==> src/rtl/spi_storage_pkg.sv <==
// Shared opcodes, FSM states and page geometry for the SPI storage responder.
package spi_storage_pkg;

    localparam logic [7:0] OP_READ = 8'h03;
    localparam logic [7:0] OP_PROG = 8'h02;
    localparam logic [7:0] OP_RDSR = 8'h05;
    localparam logic [7:0] OP_WREN = 8'h06;
    localparam logic [7:0] OP_WRDI = 8'h04;

    localparam int PAGE_BYTES = 256;
    localparam int PAGE_AW    = $clog2(PAGE_BYTES);

    typedef enum logic [2:0] {
        ST_IDLE,
        ST_CMD,
        ST_ADDR,
        ST_READ_DATA,
        ST_PROG_DATA,
        ST_STATUS,
        ST_IGNORE
    } state_e;

    // WIP never reads busy: writes complete in a single clock.
    function automatic logic [7:0] status_byte(input logic wel);
        return {6'b0, wel, 1'b0};
    endfunction

endpackage

==> src/rtl/spi_edge_sync.sv <==
// Synchronizes the SPI pins into clk and produces single-cycle sck/cs edge pulses.
module spi_edge_sync #(
    parameter int SYNC_STAGES = 2
) (
    input  logic clk,
    input  logic rst,
    input  logic cs_n,
    input  logic sck,
    input  logic mosi,
    output logic mosi_s,
    output logic sck_rise,
    output logic sck_fall,
    output logic cs_fall,
    output logic cs_rise
);

    // One extra stage on sck/cs gives the previous synchronized value for edge detection.
    logic [SYNC_STAGES:0]   sck_q, sck_d;
    logic [SYNC_STAGES:0]   cs_q, cs_d;
    logic [SYNC_STAGES-1:0] mosi_q, mosi_d;

    always_comb begin
        sck_d  = {sck_q[SYNC_STAGES-1:0], sck};
        cs_d   = {cs_q[SYNC_STAGES-1:0], cs_n};
        mosi_d = {mosi_q[SYNC_STAGES-2:0], mosi};
    end

    always_ff @(posedge clk or posedge rst) begin
        if (rst) begin
            sck_q  <= '0;
            cs_q   <= '1;
            mosi_q <= '0;
        end else begin
            sck_q  <= sck_d;
            cs_q   <= cs_d;
            mosi_q <= mosi_d;
        end
    end

    assign mosi_s   = mosi_q[SYNC_STAGES-1];
    assign sck_rise =  sck_q[SYNC_STAGES-1] & ~sck_q[SYNC_STAGES];
    assign sck_fall = ~sck_q[SYNC_STAGES-1] &  sck_q[SYNC_STAGES];
    assign cs_fall  = ~cs_q[SYNC_STAGES-1]  &  cs_q[SYNC_STAGES];
    assign cs_rise  =  cs_q[SYNC_STAGES-1]  & ~cs_q[SYNC_STAGES];

endmodule

==> src/rtl/spi_storage_responder.sv <==
// SPI mode-0 flash stand-in: read (03), page program (02), WREN/WRDI (06/04), RDSR (05)
// over a byte-wide memory port with one cycle of read latency.
module spi_storage_responder
    import spi_storage_pkg::*;
#(
    parameter int MEM_AW      = 12,
    parameter int SYNC_STAGES = 2
) (
    input  logic              clk,
    input  logic              rst,
    input  logic              spi_cs_n,
    input  logic              spi_sck,
    input  logic              spi_mosi,
    output logic              spi_miso,
    output logic              spi_miso_oe,
    output logic              mem_req,
    output logic              mem_we,
    output logic [MEM_AW-1:0] mem_addr,
    output logic [7:0]        mem_wdata,
    input  logic [7:0]        mem_rdata,
    output logic              wel,
    output logic              cmd_active
);

    logic mosi_s, sck_rise, sck_fall, cs_fall, cs_rise;

    spi_edge_sync #(.SYNC_STAGES(SYNC_STAGES)) u_sync (
        .clk      (clk),
        .rst      (rst),
        .cs_n     (spi_cs_n),
        .sck      (spi_sck),
        .mosi     (spi_mosi),
        .mosi_s   (mosi_s),
        .sck_rise (sck_rise),
        .sck_fall (sck_fall),
        .cs_fall  (cs_fall),
        .cs_rise  (cs_rise)
    );

    state_e            state_q, state_d;
    logic [2:0]        bit_cnt_q, bit_cnt_d;
    logic [1:0]        addr_byte_cnt_q, addr_byte_cnt_d;
    logic [7:0]        rx_q, rx_d, tx_q, tx_d, pf_q, pf_d, mem_wdata_q, mem_wdata_d;
    logic [MEM_AW-1:0] addr_q, addr_d, mem_addr_q, mem_addr_d;
    logic              is_read_q, is_read_d, wel_q, wel_d, miso_q, miso_d, miso_oe_q, miso_oe_d;
    logic              mem_req_q, mem_req_d, mem_we_q, mem_we_d, pf_kind_q, pf_kind_d;
    logic              ld_q, ld_d, ld_pf_q, ld_pf_d, prog_wrote_q, prog_wrote_d;
    logic              cmd_active_q, cmd_active_d;

    logic [7:0]        rx_shift;
    logic [MEM_AW-1:0] addr_shift, addr_inc, page_inc;
    logic              byte_done;

    assign rx_shift   = {rx_q[6:0], mosi_s};
    assign addr_shift = {addr_q[MEM_AW-2:0], mosi_s};
    assign addr_inc   = addr_q + MEM_AW'(1);
    assign page_inc   = {addr_q[MEM_AW-1:PAGE_AW], addr_q[PAGE_AW-1:0] + PAGE_AW'(1)};
    assign byte_done  = sck_rise && (bit_cnt_q == 3'd7);

    always_comb begin
        state_d         = state_q;
        bit_cnt_d       = bit_cnt_q;
        addr_byte_cnt_d = addr_byte_cnt_q;
        rx_d            = rx_q;
        tx_d            = tx_q;
        pf_d            = pf_q;
        addr_d          = addr_q;
        mem_addr_d      = mem_addr_q;
        mem_wdata_d     = mem_wdata_q;
        is_read_d       = is_read_q;
        wel_d           = wel_q;
        miso_d          = miso_q;
        miso_oe_d       = miso_oe_q;
        prog_wrote_d    = prog_wrote_q;
        cmd_active_d    = cmd_active_q;
        mem_req_d       = 1'b0;
        mem_we_d        = 1'b0;
        pf_kind_d       = 1'b0;
        ld_d            = mem_req_q & ~mem_we_q;
        ld_pf_d         = pf_kind_q;

        // Read data returns the cycle after the strobe: initial fetch goes straight to TX,
        // prefetches park in pf_q until the current byte finishes.
        if (ld_q) begin
            if (ld_pf_q) pf_d = mem_rdata;
            else         tx_d = mem_rdata;
        end

        if (cs_rise) begin
            state_d      = ST_IDLE;
            bit_cnt_d    = 3'd0;
            miso_d       = 1'b0;
            miso_oe_d    = 1'b0;
            cmd_active_d = 1'b0;
            prog_wrote_d = 1'b0;
            if (prog_wrote_q) wel_d = 1'b0;
        end else begin
            if (sck_rise && state_q != ST_IDLE) begin
                bit_cnt_d = bit_cnt_q + 3'd1;
                rx_d      = rx_shift;
            end
            case (state_q)
                ST_IDLE: begin
                    if (cs_fall) begin
                        state_d      = ST_CMD;
                        bit_cnt_d    = 3'd0;
                        cmd_active_d = 1'b1;
                    end
                end
                ST_CMD: begin
                    if (byte_done) begin
                        addr_byte_cnt_d = 2'd0;
                        case (rx_shift)
                            OP_READ: begin state_d = ST_ADDR; is_read_d = 1'b1; end
                            OP_PROG: begin state_d = ST_ADDR; is_read_d = 1'b0; end
                            OP_RDSR: begin state_d = ST_STATUS; tx_d = status_byte(wel_q); end
                            OP_WREN: begin state_d = ST_IGNORE; wel_d = 1'b1; end
                            OP_WRDI: begin state_d = ST_IGNORE; wel_d = 1'b0; end
                            default: state_d = ST_IGNORE;
                        endcase
                    end
                end
                ST_ADDR: begin
                    if (sck_rise) begin
                        addr_d = addr_shift;
                        if (bit_cnt_q == 3'd7) begin
                            if (addr_byte_cnt_q == 2'd2) begin
                                if (is_read_q) begin
                                    mem_req_d  = 1'b1;
                                    mem_addr_d = addr_shift;
                                    state_d    = ST_READ_DATA;
                                end else begin
                                    state_d    = ST_PROG_DATA;
                                end
                            end else begin
                                addr_byte_cnt_d = addr_byte_cnt_q + 2'd1;
                            end
                        end
                    end
                end
                ST_READ_DATA: begin
                    if (sck_fall) begin
                        miso_d    = tx_q[7];
                        tx_d      = {tx_q[6:0], 1'b0};
                        miso_oe_d = 1'b1;
                    end else if (sck_rise) begin
                        if (bit_cnt_q == 3'd0) begin
                            addr_d     = addr_inc;
                            mem_addr_d = addr_inc;
                            mem_req_d  = 1'b1;
                            pf_kind_d  = 1'b1;
                        end
                        if (bit_cnt_q == 3'd7) tx_d = pf_q;
                    end
                end
                ST_STATUS: begin
                    if (sck_fall) begin
                        miso_d    = tx_q[7];
                        tx_d      = {tx_q[6:0], 1'b0};
                        miso_oe_d = 1'b1;
                    end else if (byte_done) begin
                        tx_d = status_byte(wel_q);
                    end
                end
                ST_PROG_DATA: begin
                    if (byte_done) begin
                        if (wel_q) begin
                            mem_req_d    = 1'b1;
                            mem_we_d     = 1'b1;
                            mem_addr_d   = addr_q;
                            mem_wdata_d  = rx_shift;
                            prog_wrote_d = 1'b1;
                        end
                        addr_d = page_inc;
                    end
                end
                ST_IGNORE: ;
                default: state_d = ST_IDLE;
            endcase
        end
    end

    always_ff @(posedge clk or posedge rst) begin
        if (rst) begin
            state_q         <= ST_IDLE;
            bit_cnt_q       <= '0;
            addr_byte_cnt_q <= '0;
            rx_q            <= '0;
            tx_q            <= '0;
            pf_q            <= '0;
            addr_q          <= '0;
            mem_addr_q      <= '0;
            mem_wdata_q     <= '0;
            is_read_q       <= 1'b0;
            wel_q           <= 1'b0;
            miso_q          <= 1'b0;
            miso_oe_q       <= 1'b0;
            mem_req_q       <= 1'b0;
            mem_we_q        <= 1'b0;
            pf_kind_q       <= 1'b0;
            ld_q            <= 1'b0;
            ld_pf_q         <= 1'b0;
            prog_wrote_q    <= 1'b0;
            cmd_active_q    <= 1'b0;
        end else begin
            state_q         <= state_d;
            bit_cnt_q       <= bit_cnt_d;
            addr_byte_cnt_q <= addr_byte_cnt_d;
            rx_q            <= rx_d;
            tx_q            <= tx_d;
            pf_q            <= pf_d;
            addr_q          <= addr_d;
            mem_addr_q      <= mem_addr_d;
            mem_wdata_q     <= mem_wdata_d;
            is_read_q       <= is_read_d;
            wel_q           <= wel_d;
            miso_q          <= miso_d;
            miso_oe_q       <= miso_oe_d;
            mem_req_q       <= mem_req_d;
            mem_we_q        <= mem_we_d;
            pf_kind_q       <= pf_kind_d;
            ld_q            <= ld_d;
            ld_pf_q         <= ld_pf_d;
            prog_wrote_q    <= prog_wrote_d;
            cmd_active_q    <= cmd_active_d;
        end
    end

    assign spi_miso    = miso_q & miso_oe_q;
    assign spi_miso_oe = miso_oe_q;
    assign mem_req     = mem_req_q;
    assign mem_we      = mem_we_q;
    assign mem_addr    = mem_addr_q;
    assign mem_wdata   = mem_wdata_q;
    assign wel         = wel_q;
    assign cmd_active  = cmd_active_q;

endmodule

==> config.mk <==
export PLATFORM = sky130hd
export DESIGN_NAME = spi_storage_responder
export DESIGN_NICKNAME = d
export VERILOG_FILES = /design/src/rtl/spi_storage_pkg.sv /design/src/rtl/spi_edge_sync.sv /design/src/rtl/spi_storage_responder.sv
export SDC_FILE = /design/constraint.sdc
export NUM_CORES = 1
export LEC_CHECK = 0
export ABC_AREA = 1
export CAP_MARGIN = 20
export CORE_ASPECT_RATIO = 1.2
export CORE_MARGIN = 2
export CORE_UTILIZATION = 45
export CTS_CLUSTER_DIAMETER = 80
export DETAILED_ROUTE_END_ITERATION = 10
export PLACE_DENSITY = 0.67
export SLEW_MARGIN = 5
export SYNTH_ARGS = -nofsm -noshare
export SYNTH_HDL_FRONTEND = slang
export SYNTH_SLANG_ARGS = --single-unit
export TNS_END_PERCENT = 20
==> constraint.sdc <==
create_clock -name clk -period 3.3 [get_ports clk]
set_input_delay 0.66 -clock clk [delete_from_list [all_inputs] [get_ports clk]]
set_output_delay 0.66 -clock clk [all_outputs]
set_load 0.05 [all_outputs]
Yosys cells after proc, flatten, opt, wreduce, memory -nomap -nowiden
Index checks and enable logic that the tools add are counted.
- add/subtract/negate cells: 4
- equality and inequality tests: 31
- muxes and demuxes: 76
- bitwise gates (word level): 13
- reduce and logical (&&, ||, !) cells: 34
- operator list (kind ; count):
    12-bit two-way mux ; 10
    8-bit two-way mux ; 11
    12-bit case mux with 3 select lines ; 2
    3-bit two-way mux ; 11
    1-bit two-way mux ; 31
    8-bit by 3-bit equality test with 1-bit output (second input constant) ; 3
    8-bit case mux with 3 select lines ; 1
    2-bit != test (second input constant) ; 11
    2-bit nonzero test ; 11
    8-bit by 2-bit equality test with 1-bit output (second input constant) ; 2
    3-bit != test (second input constant) ; 5
    7-bit AND reduction ; 2
    12-bit by 1-bit adder with 12-bit output (second input constant) ; 1
    3-bit equality test (second input constant) ; 4
    3-bit case mux with 4 select lines ; 1
    4-bit AND reduction ; 3
    6-bit AND reduction ; 2
    11-bit AND reduction ; 1
    3-bit nonzero test ; 3
    8-bit by 1-bit adder with 8-bit output (second input constant) ; 1
    2-bit two-way mux ; 4
    2-bit AND reduction ; 4
    1-bit inverter ; 7
    1-bit AND ; 6
    15 further kinds ; 21
- register bits after elaboration: 82
- input port bits: 13
- output and inout port bits: 26
- logic and storage cells: 182

Longest topological paths before layout
Gate-level depths: netlist of run 1.
- depth in word-level cells: 7
- gate-level depth with buffers: 11
- mapped depth without buffers: 10

Hierarchy
A second synthesis of run 1 with hierarchy kept.
- cells, all modules: 585
- area, all modules: 4337.9 um^2
- modules (own cells, without submodules) (module ; times used ; cells each ; area an instance (um^2) ; seq. area each (um^2)):
    spi_storage_responder ; 1 ; 568 ; 4100.2 ; 1851.8
    spi_edge_sync ; 1 ; 17 ; 237.7 ; 203.9

Worst setup path before layout of run 1
Ideal clock, no wire load.
- kind: reg2reg
- start: register u_sync.cs_q[2]
- end: register tx_q[2]
- setup time: 0.121 ns
- data arrival time: 1.634 ns
- data required time: 3.179 ns
- setup slack: 1.544 ns
- stages on the path, launching flop included: 11
- buffers on the path: 2
- clock period less this slack: 1.756 ns
- path through: dfstp_2 -> inv_1 -> ha_1 -> buf_2 -> inv_2 -> buf_2 -> nand2_1 -> a21oi_2 -> nand3_2 -> nand2_1 -> nand2_1
- longest elaborated chain between the ends: 3
- ends and longest elaborated chain (what ; line ; source):
    from (decl) ; spi_edge_sync.sv:19 ; logic [SYNC_STAGES:0] cs_q, cs_d;
    from (signal assigned) ; spi_edge_sync.sv:35 ; cs_q <= cs_d;
    1-bit inverter ; spi_edge_sync.sv:44 ; assign cs_rise = cs_q[SYNC_STAGES-1] & ~cs_q[SYNC_STAGES];
    1-bit AND ; spi_edge_sync.sv:44 ;
    8-bit two-way mux ; spi_storage_responder.sv:89 ; if (cs_rise) begin
    net tx_d[2] ; spi_storage_responder.sv:43 ; logic [7:0] rx_q, rx_d, tx_q, tx_d, pf_q, pf_d, mem_wdata_q, mem_wdata_d;
    to (signal assigned) ; spi_storage_responder.sv:210 ; tx_q <= tx_d;
    to (decl) ; spi_storage_responder.sv:43 ;
The timed path passes the listed nets, and every way through them passes these cells.
A chain may end at the register's enable or synchronous reset.

Final worst setup path of run 1
- start: register miso_oe_q, in the netlist spi_miso_oe
- end: output spi_miso
- longest elaborated chain between the ends: 1
- ends and longest elaborated chain (what ; line ; source):
    from (decl) ; spi_storage_responder.sv:45 ; logic is_read_q, is_read_d, wel_q, wel_d, miso_q, miso_d, miso_oe_q, miso_oe_d;
    from (signal assigned) ; spi_storage_responder.sv:218 ; miso_oe_q <= miso_oe_d;
    1-bit AND ; spi_storage_responder.sv:229 ; assign spi_miso = miso_q & miso_oe_q;
    to (decl) ; spi_storage_responder.sv:14 ; output logic spi_miso,
No other way between the ends.

==> reports/results.txt, run 1 <==
Status -> finished, final reports clean
P_leak -> 2.52 nW
# DRC -> 0
Vias in the first global route -> 3,692
Crit share post-route -> 0.691
# diodes -> 0
Final hold vios -> 0
First-pass GRT wire length -> 17,100 um
Multi-input logic area -> 1930 sq um
RR Startpoint -> u_sync.cs_q[2]
CTS resizes -> 0
Grt total ovfl -> 0
Cell breakdown of the critical path -> nand2_1, inv_1, clkdlybuf4s50_1
Floorplan row count -> 39
Wl on met1 -> 4340 um
Top layer in use -> met4
Fin. max-slew vios -> 0
# setup viols final -> 0
Mux cell area share after synthesis -> 0
Final Net Count -> 616
Layout cells sized above 1 -> 0.0933
Post-CTS setup buffer count -> 0
Maximum VDD drop -> 0.348 mV
Min Tclk post-route -> 2.28 ns
Kind of end point of the critical path -> output port
Mapped cell area -> 4330 sq um
Critical hold path startpoint -> u_sync.mosi_q[0]
DR iter-0 viols -> 255
Layout fillers -> 879
Worst slew pin tran -> 0.576 ns
Core area -> 9420 sq um
Mapped Cells -> 557
Syn nets -> 578
Synth warn -> 0
Drt total wl -> 9620 um
Mapped Avg Cell Area -> 7.77 sq um
Routed wl met3 -> 415 um
Chip Height -> 111 um
GRT Resource Usage Total -> 0.204
RSZ-0062 raised after global routing -> no
Cts hold-fix bufs -> 0
Worst hold path class -> flop to flop
Mean routed wirelength per cell -> 13.3 um
Max cap viols -> 0
Clock Tree Buf Depth -> 2
Die Width -> 93.5 um
Power Density -> 787 nW/um^2
# H-tree levels -> 3
Adder-cell share of the synthesized area -> 0.0231
Worst rel slew slack -> 0.616
CTS root buf -> clkbuf_16
CP peak stage delay -> 0.78 ns
CTS clk-pin slew, worst paths -> 0.06 ns
CTS Buf Count -> 9
Routed length on met2 -> 4590 um
Register area share after synthesis -> 0.475
Critical path type -> flop to output port
Initial antenna violation count -> 0
TritonCTS clock tree -> built
Layout area overhead -> 17.8%
Critical path required time -> 2.64 ns
Vias per std cell -> 5.13
Clk sink count -> 82
Die area -> 10,400 sq um
Fmax -> 438 MHz
Worst EP arrival -> 1.62 ns
RD Place Congestion -> 0.884
# IOs -> 39
Combinational family with the most area after synthesis -> simple AND/OR/NAND/NOR gates
Critical-path top delay cell -> clkdlybuf4s50_1
Routed via count -> 3,712
Crit. Startpoint -> spi_miso_oe
Simple-Gate Fraction of Synth Area -> 0.305
Worst skew pair latency -> 0.34 ns
Skew final -> 0.00758 ns
Initial core utilization -> 0.460
Seq cells post-synth -> 82
ANT nets after route -> 0
HPWL Detailed -> 6870 um
Sum Neg Setup Slack -> 0 ns
Post-layout util -> 0.542
Drt pass-1 iters -> 4
Pin count of the biggest net entering global routing -> 52
Register area -> 2060 sq um
Worst-path maximum fanout -> 3
Compound-Gate Fraction of Synth Area -> 0.113
Port Buffers -> 38
Post-Synth XOR/XNOR Area -> 0.00405
Startpoint Class -> flop
Number of distinct library cells after synthesis -> 34
area by class of cell:
cell class / count / share of cell area
sequential: 82 / 0.403
multi-input combinational: 394 / 0.378
timing repair buffer: 39 / 0.0785
inverter: 69 / 0.0510
clock buffer: 11 / 0.0476
tap: 123 / 0.0302
clock inverter: 5 / 0.0120
registers in the layout, indices dropped and copies added (netlist names):
register,count
addr_byte_cnt_q,2
addr_q,12
bit_cnt_q,3
cmd_active,1
is_read_q,1
ld_pf_d,1
ld_pf_q,1
ld_q,1
mem_addr,12
mem_req,1
mem_wdata,8
mem_we,1
miso_q,1
pf_q,8
prog_wrote_q,1
rx_q,7
spi_miso_oe,1
state_q,3
tx_q,8
u_sync.cs_q,3
u_sync.mosi_q,2
u_sync.sck_q,3
wel,1
final timing paths:
path / endpoint / slack, ns / cells after the start
max in group asynchronous: u_sync.cs_q[0] / 1.91 / 3
min in group asynchronous: pf_q[4] / 0.68 / 2
worst max register to register: addr_q[3] / 1.22 / 7
worst min-delay path: u_sync.mosi_q[1] / 0.35 / 0
worst min register to register: u_sync.mosi_q[1] / 0.35 / 0
worst max-delay path: spi_miso / 1.02 / 3
metal layers:
metal	global-route usage	up-vias
li1	-	1859
met1	0.265	1737
met2	0.331	93
met3	0.0399	23
met4	0.0870	0
met5	0	-
logic make-up (layout without fill, tap and decap cells):
kind of cell | Yosys count | in the layout
AND/OR/NAND/NOR | 297 | 297
AO/OA/AOI/OAI | 87 | 87
flip-flops | 82 | 82
buffers and inverters | 81 | 124
adder cells (fa/ha/maj) | 8 | 8
XOR/XNOR | 2 | 2
worst max-delay path, delay by kind of cell (launching register included):
kind                   cells  cell delay [ns]
buffers and inverters      2             0.83
flip-flops                 1             0.37
AND/OR/NAND/NOR            1             0.08
synth_stat cells:
master,number,area [sq um]
nor3_1,5,25.0
a21oi_2,1,8.76
o21ai_1,12,60.1
a31oi_1,3,18.8
a21oi_1,12,60.1
nor2_2,9,56.3
nand3_1,39,195
buf_2,4,20.0
xor2_1,2,17.5
a22oi_1,6,45.0
nor2_4,3,33.8
nand3_2,4,40.0
dfstp_2,3,78.8
nor2_1,34,128
nand3b_1,1,7.51
o211ai_1,5,37.5
nand2_2,5,31.3
nand4_1,5,31.3
dfrtp_1,79,1980
inv_2,6,22.5
buf_6,4,45.0
a211oi_1,1,7.51
buf_4,2,15.0
o21ai_0,42,210
clkbuf_1,2,7.51
o21ai_2,3,26.3
nor2_8,2,40.0
nand2_1,187,702
o21bai_1,1,7.51
or2_2,1,6.26
o22a_1,1,8.76
nand2_4,2,22.5
ha_1,8,100
inv_1,63,236
power breakdown:
group          switching (mW)  leakage, nW  internal (mW)
sequential              0.242         1.04           1.24
combinational            1.02         1.33          0.489
clock                   0.410        0.150          0.611
through the flow:
stage | setup slack [ns] | instances | power, mW | area [sq um] | hold slack, ns
finish | 1.02 | 723 | 4.01 | 5100 | 0.349
global route | 0.941 | 723 | 4.31 | 5100 | 0.358
CTS | 0.985 | 723 | 4.03 | 5100 | 0.350
detailed placement | 1.26 | 707 | 3.00 | 4800 | 0.340
global placement | 1.35 | 707 | 2.96 | 4800 | 0.333
floorplan | 0.537 | 557 | 2.61 | 4330 | 0.331
cell usage in the layout (no fill, tap or decap), drive strengths merged, types with 2 or more instances in the layout:
cell / instances
a21oi: 13
a31oi: 3
o21ai: 57
nor2: 48
o211ai: 5
nand3: 43
nand2: 194
a22oi: 6
clkinv: 4
inv: 69
nand4: 5
dfrtp: 79
clkbuf: 11
nor3: 5
dfstp: 3
ha: 8
xor2: 2
clkdlybuf4s50: 38
No activity file was read; power rests on OpenSTA's default activity.
==> run 2: changes to the inputs <==
Clock period 3.3 ns to 2.1 ns, I/O delays scaled along.
==> reports/results.txt, run 2 (synthesized netlist as in run 1, its figures left out) <==
Status -> finished, final reports clean
Final Total Pwr -> 6.42 mW
CP peak stage delay -> 0.82 ns
Worst EP arrival -> 1.55 ns
Grt total ovfl -> 0
# H-tree levels -> 3
Critical-path top delay cell -> clkdlybuf4s50_1
GRT Resource Usage Total -> 0.204
Die area -> 10,400 sq um
Vias in the first global route -> 3,687
Cell breakdown of the critical path -> clkdlybuf4s50_1
Initial antenna violation count -> 0
Min Tclk post-route -> 1.97 ns
Drt pass-1 iters -> 5
Commonest non-fill, non-tap cell in the layout -> nand2_1
Vias per std cell -> 5.13
Worst rel slew slack -> 0.634
Routed via count -> 3,717
Crit share post-route -> 0.940
Clk sink count -> 82
Fin. max-slew vios -> 0
Worst-path maximum fanout -> 3
RD Place Congestion -> 0.917
Port Buffers -> 38
Layout area overhead -> 18.9%
CTS clk-pin slew, worst paths -> 0.06 ns
Critical path required time -> 1.68 ns
Chip Height -> 111 um
Placed Area -> 4810 sq um
Skew final -> 0.00773 ns
Worst hold path class -> flop to flop
DR iter-0 viols -> 216
Combinational share of power -> 0.369
CTS Buf Count -> 9
# diodes -> 0
Max cap viols -> 0
Pin count of the biggest net entering global routing -> 63
CP bufs+invs -> 1
Floorplan row count -> 39
Critical path type -> flop to output port
Final Net Count -> 618
# setup viols final -> 0
HPWL Detailed -> 6970 um
Initial core utilization -> 0.460
WHS -> 0.348 ns
Startpoint Class -> flop
CP top delay family -> buffers and inverters
Worst skew pair latency -> 0.34 ns
Switching part of the total power -> 0.411
# DRC -> 0
Final cell count without fillers -> 725
Internal power -> 3.78 mW
Most frequent cells in the layout -> nand2_1, dfrtp_1, inv_1, o21ai_0, nand3_1
P_leak -> 2.56 nW
Clk pwr share -> 0.266
Mean routed wirelength per cell -> 13.3 um
ANT nets after route -> 0
Power Density -> 1250 nW/um^2
Core area -> 9420 sq um
Kind of end point of the critical path -> output port
Placed cell count -> 709
Sum Neg Setup Slack -> 0 ns
CTS root buf -> clkbuf_16
Die Width -> 93.5 um
Clock Tree Buf Depth -> 2
TritonCTS clock tree -> built
Maximum VDD drop -> 0.558 mV
Worst slew pin tran -> 0.550 ns
Post-route cell area -> 5150 sq um
Post-CTS setup buffer count -> 0
Drt total wl -> 9630 um
Layout cells sized above 1 -> 0.0980
# IOs -> 39
Final hold vios -> 0
Sw power -> 2.64 mW
Sequential share of power -> 0.365
Fmax -> 506 MHz
First-pass GRT wire length -> 17,200 um
RSZ-0062 raised after global routing -> no
==> run 2: final timing paths <==
path	startpoint	cells past startpoint	end	slack [ns]
max in group asynchronous	rst	3	addr_q[10]	1.15
min in group asynchronous	rst	2	u_sync.sck_q[0]	0.37
worst max register to register	u_sync.cs_q[2]	8	addr_q[11]	0.20
worst max-delay path	wel	1	wel	0.13
worst min-delay path	u_sync.sck_q[0]	0	u_sync.sck_q[1]	0.35
worst min register to register	u_sync.sck_q[0]	0	u_sync.sck_q[1]	0.35
==> run 2: routing by layer <==
layer | track usage | part of all wire | vias up
li1 | - | - | 1861
met1 | 0.261 | 0.44 | 1734
met2 | 0.332 | 0.49 | 96
met3 | 0.0359 | 0.040 | 26
met4 | 0.103 | 0.036 | 0
met5 | 0 | 0 | -
==> run 2: power groups by stage <==
stage               clock (mW)  sequential [mW]  combinational, mW
CTS                       1.74             2.34               2.37
finish                    1.71             2.34               2.37
detailed placement           0             2.36               2.35
floorplan                    0             2.61               1.50
global placement             0             2.35               2.31
global route              1.83             2.40               2.67
==> run 2: timing repair <==
item	in CTS	in global routing
resized for setup	0	2
hold buffers	0	0
endpoints found under the setup margin	0	5
==> run 2: through the flow <==
stage,util,worst slack [ns]
3_3_place_gp,0.511,0.199
4_1_cts,0.546,0.0409
3_5_place_dp,0.511,0.161
5_1_grt,0.547,0.0557
2_1_floorplan,-,0.344
6_report,0.547,0.125
==> run 2: layout make-up <==
class | count | area (sq um)
clock buffer | 9 | 225
clock inverter | 7 | 100
fill | 858 | 4270
inverter | 69 | 263
multi-input combinational | 394 | 1930
sequential | 82 | 2060
tap | 123 | 154
timing repair buffer | 41 | 418
